===== config.mk =====
export PLATFORM = sky130hd
export DESIGN_NAME = multicycle_sequencer
export DESIGN_NICKNAME = d
export VERILOG_FILES = /design/src/rtl/proc_pkg.sv /design/src/rtl/sat_counter.sv /design/src/rtl/multicycle_sequencer.sv
export SDC_FILE = /design/constraint.sdc
export NUM_CORES = 1
export LEC_CHECK = 0
export CAP_MARGIN = 20
export CORE_MARGIN = 2
export CORE_UTILIZATION = 57
export DETAILED_ROUTE_END_ITERATION = 16
export PLACE_DENSITY = 0.86
export RECOVER_POWER = 25
export SYNTH_ARGS = -nofsm -noshare
export SYNTH_HDL_FRONTEND = slang
export SYNTH_SLANG_ARGS = --single-unit

===== constraint.sdc =====
create_clock -name CLK -period 4.35 [get_ports CLK]
set_input_delay 0.435 -clock CLK [delete_from_list [all_inputs] [get_ports CLK]]
set_output_delay 0.435 -clock CLK [all_outputs]
set_load 0.02 [all_outputs]

===== src/rtl/proc_pkg.sv =====
// Shared encodings for the multicycle control sequencer: FSM states,
// instruction class codes and datapath mux select values.
package proc_pkg;

    typedef enum logic [2:0] {
        S_IDLE      = 3'd0,
        S_FETCH     = 3'd1,
        S_DECODE    = 3'd2,
        S_EXECUTE   = 3'd3,
        S_MEM       = 3'd4,
        S_WRITEBACK = 3'd5,
        S_HALT      = 3'd6,
        S_ERROR     = 3'd7
    } state_t;

    // Codes 6 and 7 both decode as NOP.
    localparam logic [2:0] CLS_ALU    = 3'd0;
    localparam logic [2:0] CLS_LOAD   = 3'd1;
    localparam logic [2:0] CLS_STORE  = 3'd2;
    localparam logic [2:0] CLS_JUMP   = 3'd3;
    localparam logic [2:0] CLS_BRANCH = 3'd4;
    localparam logic [2:0] CLS_HALT   = 3'd5;

    localparam logic MXPC_INC    = 1'b0;
    localparam logic MXPC_TARGET = 1'b1;
    localparam logic MXRB_ALU    = 1'b0;
    localparam logic MXRB_MEM    = 1'b1;

endpackage


===== src/rtl/sat_counter.sv =====
// Up-counter that sticks at all-ones instead of wrapping.
module sat_counter #(
    parameter int W = 32
) (
    input  logic         CLK,
    input  logic         RST,
    input  logic         inc,
    output logic [W-1:0] q
);

    logic [W-1:0] cnt_q;

    always_ff @(posedge CLK) begin
        if (RST)
            cnt_q <= '0;
        else if (inc && (cnt_q != {W{1'b1}}))
            cnt_q <= cnt_q + 1'b1;
    end

    assign q = cnt_q;

endmodule


===== src/rtl/multicycle_sequencer.sv =====
// Multicycle control FSM: one datapath stage per state, memory ready
// handshakes with a bounded wait, branch resolution, HALT and perf counters.
module multicycle_sequencer
    import proc_pkg::*;
#(
    parameter int TIMEOUT = 16,
    parameter int CNT_W   = 32
) (
    input  logic             CLK,
    input  logic             RST,
    input  logic             start,
    input  logic [2:0]       instr_class,
    input  logic             tf_out,
    input  logic             imem_ready,
    input  logic             dmem_ready,
    output logic             W_IR,
    output logic             W_PC,
    output logic             S_MXPC,
    output logic             WE,
    output logic             WFLAGS,
    output logic             rf_WRF,
    output logic             S_MXRB,
    output logic [2:0]       stage,
    output logic             halted,
    output logic             err_timeout,
    output logic [CNT_W-1:0] cycle_count,
    output logic [CNT_W-1:0] instr_count
);

    localparam logic [7:0] WAIT_LAST = 8'(TIMEOUT - 1);

    state_t     state_q, state_d;
    logic [2:0] class_q, class_d;
    logic [7:0] wait_q, wait_d;

    logic w_ir, w_pc, mxpc, we, wflags, wrf, mxrb;
    logic cyc_inc;
    logic [CNT_W-1:0] cyc_cnt, ins_cnt;

    always_ff @(posedge CLK) begin
        if (RST) begin
            state_q <= S_IDLE;
            class_q <= '0;
            wait_q  <= '0;
        end else begin
            state_q <= state_d;
            class_q <= class_d;
            wait_q  <= wait_d;
        end
    end

    always_comb begin
        state_d = state_q;
        class_d = class_q;
        wait_d  = wait_q;
        w_ir    = 1'b0;
        w_pc    = 1'b0;
        mxpc    = MXPC_INC;
        we      = 1'b0;
        wflags  = 1'b0;
        wrf     = 1'b0;
        mxrb    = MXRB_ALU;
        case (state_q)
            S_IDLE: begin
                if (start) state_d = S_FETCH;
            end
            S_FETCH: begin
                // Ready wins over timeout when both land on the same cycle.
                if (imem_ready) begin
                    w_ir    = 1'b1;
                    wait_d  = '0;
                    state_d = S_DECODE;
                end else begin
                    wait_d = wait_q + 8'd1;
                    if (wait_q == WAIT_LAST) state_d = S_ERROR;
                end
            end
            S_DECODE: begin
                class_d = instr_class;
                state_d = (instr_class == CLS_HALT) ? S_HALT : S_EXECUTE;
            end
            S_EXECUTE: begin
                case (class_q)
                    CLS_ALU: begin
                        wflags  = 1'b1;
                        state_d = S_WRITEBACK;
                    end
                    CLS_LOAD, CLS_STORE: state_d = S_MEM;
                    CLS_JUMP: begin
                        w_pc    = 1'b1;
                        mxpc    = MXPC_TARGET;
                        state_d = S_FETCH;
                    end
                    CLS_BRANCH: begin
                        w_pc    = 1'b1;
                        mxpc    = tf_out;
                        state_d = S_FETCH;
                    end
                    default: begin
                        w_pc    = 1'b1;
                        state_d = S_FETCH;
                    end
                endcase
            end
            S_MEM: begin
                we = (class_q == CLS_STORE);
                if (dmem_ready) begin
                    wait_d = '0;
                    if (class_q == CLS_STORE) begin
                        w_pc    = 1'b1;
                        state_d = S_FETCH;
                    end else begin
                        state_d = S_WRITEBACK;
                    end
                end else begin
                    wait_d = wait_q + 8'd1;
                    if (wait_q == WAIT_LAST) state_d = S_ERROR;
                end
            end
            S_WRITEBACK: begin
                wrf     = 1'b1;
                mxrb    = (class_q == CLS_LOAD) ? MXRB_MEM : MXRB_ALU;
                w_pc    = 1'b1;
                state_d = S_FETCH;
            end
            default: ;
        endcase
    end

    // Reset masks every output so a mid-instruction reset never half-writes.
    assign W_IR        = w_ir   & ~RST;
    assign W_PC        = w_pc   & ~RST;
    assign S_MXPC      = mxpc   & ~RST;
    assign WE          = we     & ~RST;
    assign WFLAGS      = wflags & ~RST;
    assign rf_WRF      = wrf    & ~RST;
    assign S_MXRB      = mxrb   & ~RST;
    assign stage       = RST ? 3'd0 : state_q;
    assign halted      = ~RST & (state_q == S_HALT);
    assign err_timeout = ~RST & (state_q == S_ERROR);

    assign cyc_inc = ~RST & (state_q != S_IDLE) & (state_q != S_HALT) & (state_q != S_ERROR);

    sat_counter #(.W(CNT_W)) u_cyc_cnt (
        .CLK (CLK),
        .RST (RST),
        .inc (cyc_inc),
        .q   (cyc_cnt)
    );

    sat_counter #(.W(CNT_W)) u_ins_cnt (
        .CLK (CLK),
        .RST (RST),
        .inc (W_PC),
        .q   (ins_cnt)
    );

    assign cycle_count = RST ? '0 : cyc_cnt;
    assign instr_count = RST ? '0 : ins_cnt;

endmodule


# After elaboration in Yosys (flattened, before gate mapping)

Cells that the tools add are included.

Flip-flop bits (word level): 78
Bits in latches: 0
Memory bits (writable): 0
Bits in read-only memories: 0
Bits of input ports: 9
Output and inout port bits: 76
Word-level logic and storage cells: 77
Memories kept: 0

$add $sub $neg: 3
$mul: 0
Divide/modulo/power cells: 0
$lt $le $gt $ge: 0
Equal/unequal tests: 18
Shift-type cells: 0
Multiplexer cells: 28
Bitwise logic cells: 13
Reductions and logical operators: 10

Operator list:

| cell                  | number |
|---|---|
| $add 32x1->32 const B | 2 |
| $mux 32               | 2 |
| $ne 32x32->1 const B  | 2 |
| $mux 3                | 7 |
| $eq 3x3->1 const B    | 6 |
| $pmux 3 s6            | 1 |
| $mux 8                | 2 |
| $pmux 8 s2            | 1 |
| $and 1x1->1           | 12 |
| $eq 3x2->1 const B    | 4 |
| $mux 1                | 12 |
| $add 8x1->8 const B   | 1 |
| $eq 8x4->1 const B    | 1 |
| $eq 3x1->1 const B    | 2 |
| $logic_not 3->1       | 2 |
| $ne 3x3->1 const B    | 2 |
| $pmux 3 s2            | 1 |
| $reduce_bool 6->1     | 1 |
| $pmux 1 s3            | 1 |
| $reduce_bool 3->1     | 1 |
| $reduce_or 3->1       | 1 |
| $logic_and 1x1->1     | 2 |
| $ne 2x2->1 const B    | 1 |
| $pmux 1 s2            | 1 |
| 4 further kinds       | 4 |

# Depth between registers and ports, before layout

Gate-level depths: netlist of the first run.

Depth in word-level cells: 6
Depth in mapped cells: 8
Gate-level depth less buffers: 6

# Cells and area by module

Synthesis of the first run repeated with hierarchy kept, for this count alone.

Cell total of the unflattened synthesis: 589
Area total of the unflattened synthesis: 4674.5 µm²

By module, submodules not included:

| module               | times used | cells an instance | area an instance (µm²) | sequential area each (µm²) |
|---|---|---|---|---|
| sat_counter          | 2          | 199               | 1674.1                 | 640.6 |
| multicycle_sequencer | 1          | 191               | 1326.3                 | 280.3 |

# Worst setup path after synthesis of the first run

No wires, ideal clock.

Path type: input -> register
From: input port RST
To: register u_cyc_cnt.cnt_q[25], in the netlist u_cyc_cnt.q[25]
Setup time: 0.121 ns
Data arrival time: 2.051 ns
Required time: 4.229 ns
Setup slack: 2.179 ns
Cell stages on the path: 6
Buffers on the path: 1
Cells stage by stage: buf_2 -> a21o_1 -> nor4_4 -> nand2_2 -> nor4_1 -> mux2_2

Longest elaborated chain between the ends: 5

Ends and longest elaborated chain:

| element                  | line                        | source |
|---|---|---|
| start, declared          | multicycle_sequencer.sv:10  | `input logic RST,` |
| $not 1->1                | multicycle_sequencer.sv:142 | `assign cyc_inc = ~RST & (state_q != S_IDLE) & (state_q != S_HALT) & (state_q != S_ERROR);` |
| $and 1x1->1 (3 in a row) | multicycle_sequencer.sv:142 |  |
| $logic_and 1x1->1        | sat_counter.sv:16           | `else if (inc && (cnt_q != {W{1'b1}}))` |
| end signal, assigned     | sat_counter.sv:17           | `cnt_q <= cnt_q + 1'b1;` |
| end, declared            | sat_counter.sv:11           | `logic [W-1:0] cnt_q;` |

Several ways; a longest one is shown, not always the timed one.
A chain may end at the register's enable or synchronous reset.

# Final worst setup path of the first run

From: register state_q[1]
To: output port W_PC

Longest elaborated chain between the ends: 3
Elaborated cells on any way between the ends: 5
Classes of those cells: eq/ne: 3; mux: 1; bitwise: 1

Ends and longest elaborated chain:

| element                                  | line                        | source |
|---|---|---|
| start, declared                          | multicycle_sequencer.sv:32  | `state_t state_q, state_d;` |
| start signal, assigned                   | multicycle_sequencer.sv:46  | `state_q <= state_d;` |
| $eq 3x3->1 or $eq 3x2->1 (tied branches) | multicycle_sequencer.sv:63  | `case (state_q)` |
| $pmux 1 s3 *                             | multicycle_sequencer.sv:63  |  |
| $and 1x1->1 *                            | multicycle_sequencer.sv:132 | `assign W_PC = w_pc & ~RST;` |
| end, declared                            | multicycle_sequencer.sv:17  | `output logic W_PC,` |

Mark *: on every way between the ends. The rest lies on a longest branch, timed or not.

==> impl_metrics.ini, run 1 <==
[outcome]
status = finished, final reports clean

[setup_path]
cp.arrival_ns = 2.77
max_stage_delay_ns = 0.75
critical_path_required_ns = 3.91
r2r-start = u_cyc_cnt.q[24]
crit_chain = nand2b_1 -> nor3_1 -> nor2_1 -> buf_4 -> inv_1 -> clkdlybuf4s50_1
cp-start-kind = register
worstSetupEndpointType = output port
critPathBufInv = 3
ff2ff_path_depth = 6
cpMaxStageDelayCell = dfxtp_1
path_max_fanout = 28
worst_r2r_endpoint = u_cyc_cnt.q[29]
r2r_setup_slack_ns = 1.22
crit_type = reg2out
critPathTopFamily = buffers and inverters

[pwr]
clockPowerShare = 0.399
swShare = 0.250
internal_power_w = 0.00114
ir_worst_vdd_mv = 0.165
powerDensity_nw_per_um2 = 274
pwr-share-comb = 0.100
seqPwrFrac = 0.501
p_switching_w = 0.000381
p_leak_nw = 1.98

[detailed_routing]
num_vias = 4357
routed_wl_mm = 10.8
drtPass1Iterations = 5
drt_iter0_markers = 223
drcViolationCount = 0
vias_per_cell = 5.94
routedWlPerCell_um = 14.7
antenna_left = 0

[cells_and_area]
area_growth_pct = 23.5
final_nets = 640
antennaDiodeCount = 0
fin_area_um2 = 5560
utilization = 0.724
drive_above_1_share = 0.0918

[synthesis]
ys_seq_area_frac = 0.347
synth_top_flop_cell = dfxtp_1
synthArstFlopShare = 0
synth_cell_types = 60
synthAdderAreaFrac = 0.00833
yosysTopAreaCell = dfxtp_1
synth_enable_flop_cells = 0
yosysMostFrequentCell = dfxtp_1
synth_top_family_by_area = simple AND/OR/NAND/NOR gates
synth-xor-area-share = 0.0214
synth_compound_area_frac = 0.103
synthDominantCellAreaShare = 0.347
synthSimpleGateAreaFrac = 0.390
syn_area_um2 = 4500
synthMuxAreaShare = 0.0894
syn_inst = 558
synth_seq_cells = 78
ys_top_cells_by_count = dfxtp_1 (78), nor2_1 (67), nor2b_1 (58)
synth_area_leaders = dfxtp_1 (35%), nor2b_1 (8.1%), mux2_2 (7.0%), nor2_1 (5.6%), nand2_1 (4.0%)
ys_warn_count = 0
syn-num-nets = 570
avgSynthCellArea_um2 = 8.07

[placed_design]
hpwl_mm = 7.70
place_worst_setup_slack_ns = 1.42
dpl_cell_area_um2 = 5370
io_buffers = 84
gpl.final_weighted_congestion = 0.851

[grt]
grt_pass1_wl_mm = 18.0
grt_overflow = 0
grt_use_met3 = 0.0480
grt_max_degree = 77
track_usage = 0.253
use_met2 = 0.449
grt_pass1_vias = 4087
antenna_found_initial = 0
grt-busiest-layer = met2
use_met1 = 0.303

[cts]
htree_levels = 3
root_buffer = clkbuf_8
cts.sinks = 78
clock_latency_ns = 0.35
clk_pin_slew_ns = 0.07
clockBufferDepth = 2
postCtsHoldBufs = 0
cts-buffers-inserted = 9
cts_tree = done
post_cts_resize_count = 0
postCtsSetupRepairBufs = 0

[run]
cap_violations = 0

[timing]
setup_viol = 0
fin_tns_setup_ns = 0
hold_viol = 0
rsz0062_at_grt = no
maxSlewViolCount = 0
period_share = 0.737
setup_ws_ns = 1.14
fin_crit_ns = 3.21
skew_ns = 0.0108
slew_headroom = 0.227
worstMarginPinSlew_ns = 1.15
timing.fmax_ghz = 0.312

[worst_hold_path]
hold_class = reg2reg
hold_end = u_cyc_cnt.q[11]
hp-start = u_cyc_cnt.q[11]
hold_depth = 1

[die]
pin_count = 85
num_rows = 32
start_util = 0.586
dieArea_um2 = 8630
core_um2 = 7690
die_w_um = 92.9
fp.dieH_um = 92.9
[placed cells by master (no fill, tap or decap), types with 7 or more instances in the layout]
cell / synthesis / final
dfxtp_1: 78 / 78
nor2b_1: 58 / 58
a21oi_1: 15 / 15
dlygate4sd3_1: 0 / 22
nor2_1: 67 / 67
o31ai_1: 10 / 10
clkbuf_8: 0 / 11
nand3_1: 24 / 24
or4_1: 13 / 13
inv_1: 14 / 14
nand4_1: 19 / 20
nand2_1: 48 / 48
mux2_2: 28 / 28
nor3_1: 12 / 12
o21ai_0: 31 / 31
nor4_1: 21 / 22
xor2_1: 7 / 7
or3_1: 8 / 8
and3_1: 7 / 7
clkdlybuf4s50_1: 0 / 61
[per-stage QoR]
step	hold WS [ns]	std cells	power, W
after floorplan	0.432	558	0.000889
after global placement	0.457	719	0.000924
after detailed placement	0.479	719	0.000932
after CTS	0.488	734	0.00154
after global routing	0.513	734	0.00159
final	0.490	734	0.00152
[how the worst max path moves through the flow]
stage | endpoint | cells past startpoint | from
5_1_grt | W_PC | 6 | state_q[1]
2_1_floorplan | u_cyc_cnt.q[25] | 6 | RST
6_report | W_PC | 6 | state_q[1]
4_1_cts | W_PC | 6 | state_q[1]
3_3_place_gp | W_PC | 7 | dmem_ready
3_5_place_dp | W_PC | 7 | dmem_ready
[layout make-up]
cell class / count / area, µm²
flip-flops and latches: 78 / 1560
clock inverters: 3 / 67.6
clock buffers: 12 / 155
well taps: 102 / 128
fillers: 616 / 2120
multi-input cells: 437 / 2730
inverters: 14 / 52.6
repair buffers: 88 / 868
[cell families after synthesis]
group	after synthesis
compound gates	75
xor+xnor	11
fa+ha+maj	3
buf+inv	43
flops	78
mux	35
simple gates	313
[sequential cells by signal, indices dropped and copies added, names as in the netlist]
register,cells
u_ins_cnt.q,32
state_q,3
wait_q,8
u_cyc_cnt.q,32
class_q,3
[layer usage]
metal | vias up | wire, µm
li1 | 2156 | -
met1 | 2046 | 4510
met2 | 134 | 5550
met3 | 21 | 541
met4 | 0 | 187
met5 | - | 0
[power groups by stage]
stage	sequential, W	clock [W]	combinational (W)
floorplan	0.000758	0	0.000131
global placement	0.000779	0	0.000145
detailed placement	0.000780	0	0.000152
CTS	0.000764	0.000620	0.000154
global route	0.000770	0.000645	0.000170
finish	0.000764	0.000608	0.000152
Power figures use the tool's default switching activity.
==> inputs of run 2 (changes only) <==
--- a/config.mk
+++ b/config.mk
@@ -7,9 +7,9 @@
 export LEC_CHECK = 0
 export CAP_MARGIN = 20
 export CORE_MARGIN = 2
-export CORE_UTILIZATION = 57
+export CORE_UTILIZATION = 48
 export DETAILED_ROUTE_END_ITERATION = 16
-export PLACE_DENSITY = 0.86
+export PLACE_DENSITY = 0.77
 export RECOVER_POWER = 25
 export SYNTH_ARGS = -nofsm -noshare
 export SYNTH_HDL_FRONTEND = slang
==> constraint.sdc (replaced) <==
create_clock -name CLK -period 2.8 [get_ports CLK]
set_input_delay 0.28 -clock CLK [delete_from_list [all_inputs] [get_ports CLK]]
set_output_delay 0.28 -clock CLK [all_outputs]
set_load 0.02 [all_outputs]
==> run 2 against run 1 <==
Sequential share of layout area fell by 0.68 points. Sequential power rose by 53%. Register-to-register slack got worse by 0.91 ns. Design area rose by 2.5%. Clock power rose by 96%. Largest cell class unchanged. Combinational power rose by 70%. Total power rose by 72%. First-iteration DRC count fell by 36%. Die area rose by 18%. Non-clock buffer count rose by 9. Global-route usage fell by 3.7 points. Highest routed layer unchanged.
==> impl_metrics.ini, run 2 (synthesis results as in run 1) <==
[cells_and_area]
final_common_cell = dfxtp_1
final_nets = 649
final_cell_mix = dfxtp_1 (78), nor2_1 (66), clkdlybuf4s50_1 (66), nor2b_1 (58), nand2_1 (48)
antennaDiodeCount = 0
drive_above_1_share = 0.106
fin_area_um2 = 5700
area_growth_pct = 26.6
fill_cells = 792
utilization = 0.623

[detailed_routing]
routed_wl_mm = 10.6
vias_per_cell = 5.76
drt_iter0_markers = 143
antenna_left = 0
drcViolationCount = 0
routedWlPerCell_um = 14.1
drtPass1Iterations = 5
num_vias = 4329

[setup_path]
crit_type = reg2out
critical_path_required_ns = 2.52
path_max_fanout = 16
r2r-start = u_cyc_cnt.q[24]
cp-start-kind = register
worstSetupEndpointType = output port
crit_start = state_q[2]
cp.arrival_ns = 2.33

[die]
fp.dieH_um = 101
dieArea_um2 = 10200
start_util = 0.492
num_rows = 35
pin_count = 85
die_w_um = 101
core_um2 = 9150

[timing]
fin_crit_ns = 2.61
worstMarginPinSlew_ns = 0.938
maxSlewViolCount = 0
period_share = 0.932
setup_viol = 0
timing.fmax_ghz = 0.383
fin_tns_setup_ns = 0
skew_ns = 0.0133
hold_slack_ns = 0.166
hold_viol = 0
rsz0062_at_grt = no
slew_headroom = 0.375

[cts]
cts-buffers-inserted = 9
post_cts_resize_count = 0
postCtsHoldBufs = 0
root_buffer = clkbuf_8
htree_levels = 3
cts.sinks = 78
clockBufferDepth = 2
clk_pin_slew_ns = 0.08
cts_tree = done
clock_latency_ns = 0.36
postCtsSetupRepairBufs = 0

[placed_design]
io_buffers = 84
gpl.final_weighted_congestion = 0.818
hpwl_mm = 7.71
dpl_cell_area_um2 = 5440

[worst_hold_path]
hp-start = RST
hold_class = in2reg

[grt]
grt_pass1_wl_mm = 18.3
track_usage = 0.216
antenna_found_initial = 0
grt_max_degree = 96
grt_pass1_vias = 4025
grt_overflow = 0

[pwr]
powerDensity_nw_per_um2 = 460
p_leak_nw = 2.04
ir_worst_vdd_mv = 0.245

[run]
cap_violations = 0

[outcome]
status = finished, final reports clean
-- run 2: cell types whose count changed in the layout (fill, tap and decap cells not counted), sizes merged --
cell	before	now
buf	5	10
bufinv	2	5
clkbuf	12	13
clkdlybuf4s50	61	66
clkinv	0	1
clkinvlp	1	0
dlygate4sd3	22	17
-- run 2: worst max-delay path, cell delays in order, from the launching register on --
cell	delay, ns
dfxtp_1	0.63
nor3b_1	0.31
o21a_1	0.21
nor2_2	0.09
inv_1	0.12
clkdlybuf4s50_1	0.62
-- run 2: layout make-up --
type	instances	area [µm²]	share of cell area
sequential	78	1560	0.274
tap	111	139	0.0244
multi-input combinational	437	2740	0.481
inverter	14	52.6	0.00922
clock buffer	9	124	0.0217
clock inverter	6	159	0.0279
timing repair buffer	97	926	0.162
-- run 2: path summary, 6_finish.rpt --
path	slack, ns	depth (start not counted)	to
worst min register to register	0.47	1	u_cyc_cnt.q[31]
worst max register to register	0.31	6	u_cyc_cnt.q[27]
worst min-delay path	0.17	2	state_q[1]
worst max-delay path	0.19	5	W_PC
-- run 2: power by group --
| part | internal, W | switching, W | leakage (nW) |
|---|---|---|---|
| clock network | 0.000769 | 0.000421 | 0.139 |
| registers | 0.00113 | 0.0000398 | 0.629 |
| logic | 0.000102 | 0.000156 | 1.27 |
-- run 2: metal layers --
metal	vias up	GRT usage	routed length [µm]
met5	-	0	0
met4	0	0.0759	153
met3	15	0.0340	433
met2	115	0.355	5070
met1	2021	0.288	4950
li1	2178	-	-
-- run 2: through the flow --
stage               std cells  power [W]  setup WS (ns)
global placement          737    0.00146          0.238
floorplan                 558    0.00138          0.701
detailed placement        737    0.00146          0.200
global route              752    0.00273         0.0356
CTS                       752    0.00265         0.0965
finish                    752    0.00262          0.190
==> inputs of run 3 (changes only) <==
--- a/config.mk
+++ b/config.mk
@@ -5,10 +5,10 @@
 export SDC_FILE = /design/constraint.sdc
 export NUM_CORES = 1
 export LEC_CHECK = 0
-export CAP_MARGIN = 20
 export CORE_MARGIN = 2
 export CORE_UTILIZATION = 48
 export DETAILED_ROUTE_END_ITERATION = 16
+export GPL_TIMING_DRIVEN = 0
 export PLACE_DENSITY = 0.77
 export RECOVER_POWER = 25
 export SYNTH_ARGS = -nofsm -noshare
==> run 3 against run 2 <==
Highest routed layer unchanged. Register-to-register slack better by 0.03 ns. Sequential share of layout area is 0.25 points higher. Critical endpoint is now S_MXRB. First-iteration DRC count is 52% higher. Clock skew is 0.0018 ns higher.
==> impl_metrics.ini, run 3 (synthesis results as in run 1) <==
[outcome]
status = finished, final reports clean

[setup_path]
r2r-start = u_ins_cnt.q[4]
cpMaxStageDelayCell = clkdlybuf4s50_1
r2r_setup_slack_ns = 0.34
critical_path_required_ns = 2.52
worst_r2r_endpoint = u_ins_cnt.q[24]
crit_type = reg2out
worstSetupEndpointType = output port
critPathBufInv = 3
critPathTopFamily = buffers and inverters
cp.arrival_ns = 2.41
max_stage_delay_ns = 0.60
cp-start-kind = register
crit_chain = buf_1 -> inv_1 -> nor3_1 -> and3b_1 -> clkdlybuf4s50_1
path_max_fanout = 10
ff2ff_path_depth = 6

[timing]
maxSlewViolCount = 0
timing.fmax_ghz = 0.371
period_share = 0.962
worstMarginPinSlew_ns = 0.767
slew_headroom = 0.475
fin_tns_setup_ns = 0
hold_viol = 0
skew_ns = 0.0151
fin_crit_ns = 2.69
setup_viol = 0
rsz0062_at_grt = yes

[die]
core_um2 = 9150
num_rows = 35
start_util = 0.492
dieArea_um2 = 10200
die_w_um = 101
fp.dieH_um = 101
pin_count = 85

[detailed_routing]
drtPass1Iterations = 5
routedWlPerCell_um = 15.4
num_vias = 4440
drt_iter0_markers = 218
routed_wl_mm = 11.8
antenna_left = 0
drcViolationCount = 0
vias_per_cell = 5.79

[cells_and_area]
area_growth_pct = 25.4
antennaDiodeCount = 0
final_common_cell = dfxtp_1
final_cell_mix = dfxtp_1 (78), nor2_1 (66), nor2b_1 (58), clkdlybuf4s50_1 (58), nand2_1 (48)
fill_cells = 794
drive_above_1_share = 0.107
final_nets = 664

[pwr]
power_w = 0.00220
powerDensity_nw_per_um2 = 390
p_leak_nw = 2.05
ir_worst_vdd_mv = 0.193

[grt]
grt_pass1_wl_mm = 19.4
grt_overflow = 0
grt_pass1_vias = 4250
antenna_found_initial = 0
track_usage = 0.236
grt_max_degree = 13

[placed_design]
io_buffers = 83
gpl.final_weighted_congestion = 0.868
hpwl_mm = 8.85

[run]
cap_violations = 0

[worst_hold_path]
hold_end = u_cyc_cnt.q[31]
hp-start = u_cyc_cnt.q[31]
hold_depth = 1
hold_class = reg2reg

[cts]
clockBufferDepth = 2
clock_latency_ns = 0.35
postCtsSetupRepairBufs = 0
cts-buffers-inserted = 9
htree_levels = 3
clk_pin_slew_ns = 0.08
cts.sinks = 78
cts_tree = done
root_buffer = clkbuf_8
-- run 3: area by class of cell --
| type | instances | area (µm²) | area share |
|---|---|---|---|
| multi-input cells | 437 | 2760 | 0.489 |
| flip-flops and latches | 78 | 1560 | 0.276 |
| repair buffers | 83 | 831 | 0.147 |
| clock buffers | 11 | 141 | 0.0250 |
| well taps | 111 | 139 | 0.0246 |
| plain buffers | 29 | 138 | 0.0244 |
| inverters | 14 | 52.6 | 0.00930 |
| clock inverters | 4 | 23.8 | 0.00421 |
-- run 3: how the worst max path moves through the flow --
stage                         start              to  slack (ns)  depth (start not counted)
finish                   state_q[2]          S_MXRB        0.11                          5
global route             state_q[2]            W_PC       -0.03                          6
CTS                      state_q[2]            W_PC        0.14                          6
detailed placement              RST  cycle_count[2]       -0.16                          6
global placement                RST  cycle_count[2]       -0.12                          6
floorplan           u_cyc_cnt.q[24]  u_cyc_cnt.q[9]        0.70                          5
-- run 3: repair_timing --
item | in CTS | in global routing
pin swaps | 0 | 1
hold buffers | 0 | 0
gates resized for setup | 3 | 2
setup endpoints to repair | 2 | 3
-- run 3: power breakdown --
part	total [W]	internal, W	switching, W
Sequential	0.00116	0.00113	0.0000243
Clock	0.000749	0.000339	0.000410
Combinational	0.000294	0.000106	0.000187
-- run 3: worst reg2reg max path, delay by kind of cell (launching register included) --
family                 cells  cell delay, ns
AND/OR/NAND/NOR            3            1.08
flip-flops                 1            0.40
multiplexers               1            0.36
AO/OA/AOI/OAI              1            0.26
buffers and inverters      1            0.26
-- run 3: layer usage --
metal	vias to the layer above	wire (µm)	GRT usage
met5	-	0	0
met4	0	174	0.0717
met3	26	688	0.0423
met2	149	5770	0.411
met1	2058	5210	0.297
li1	2207	-	-
-- run 3: stage by stage --
step	setup slack [ns]	utilization	instance area, µm²	std cells	hold WS [ns]
after detailed placement	-0.163	0.598	5470	752	0.459
after global routing	-0.0334	0.617	5650	767	0.508
final	0.105	0.617	5650	767	0.478
after global placement	-0.117	0.598	5470	752	0.462
after floorplan	0.701	-	4500	558	0.416
after CTS	0.137	0.617	5640	767	0.475
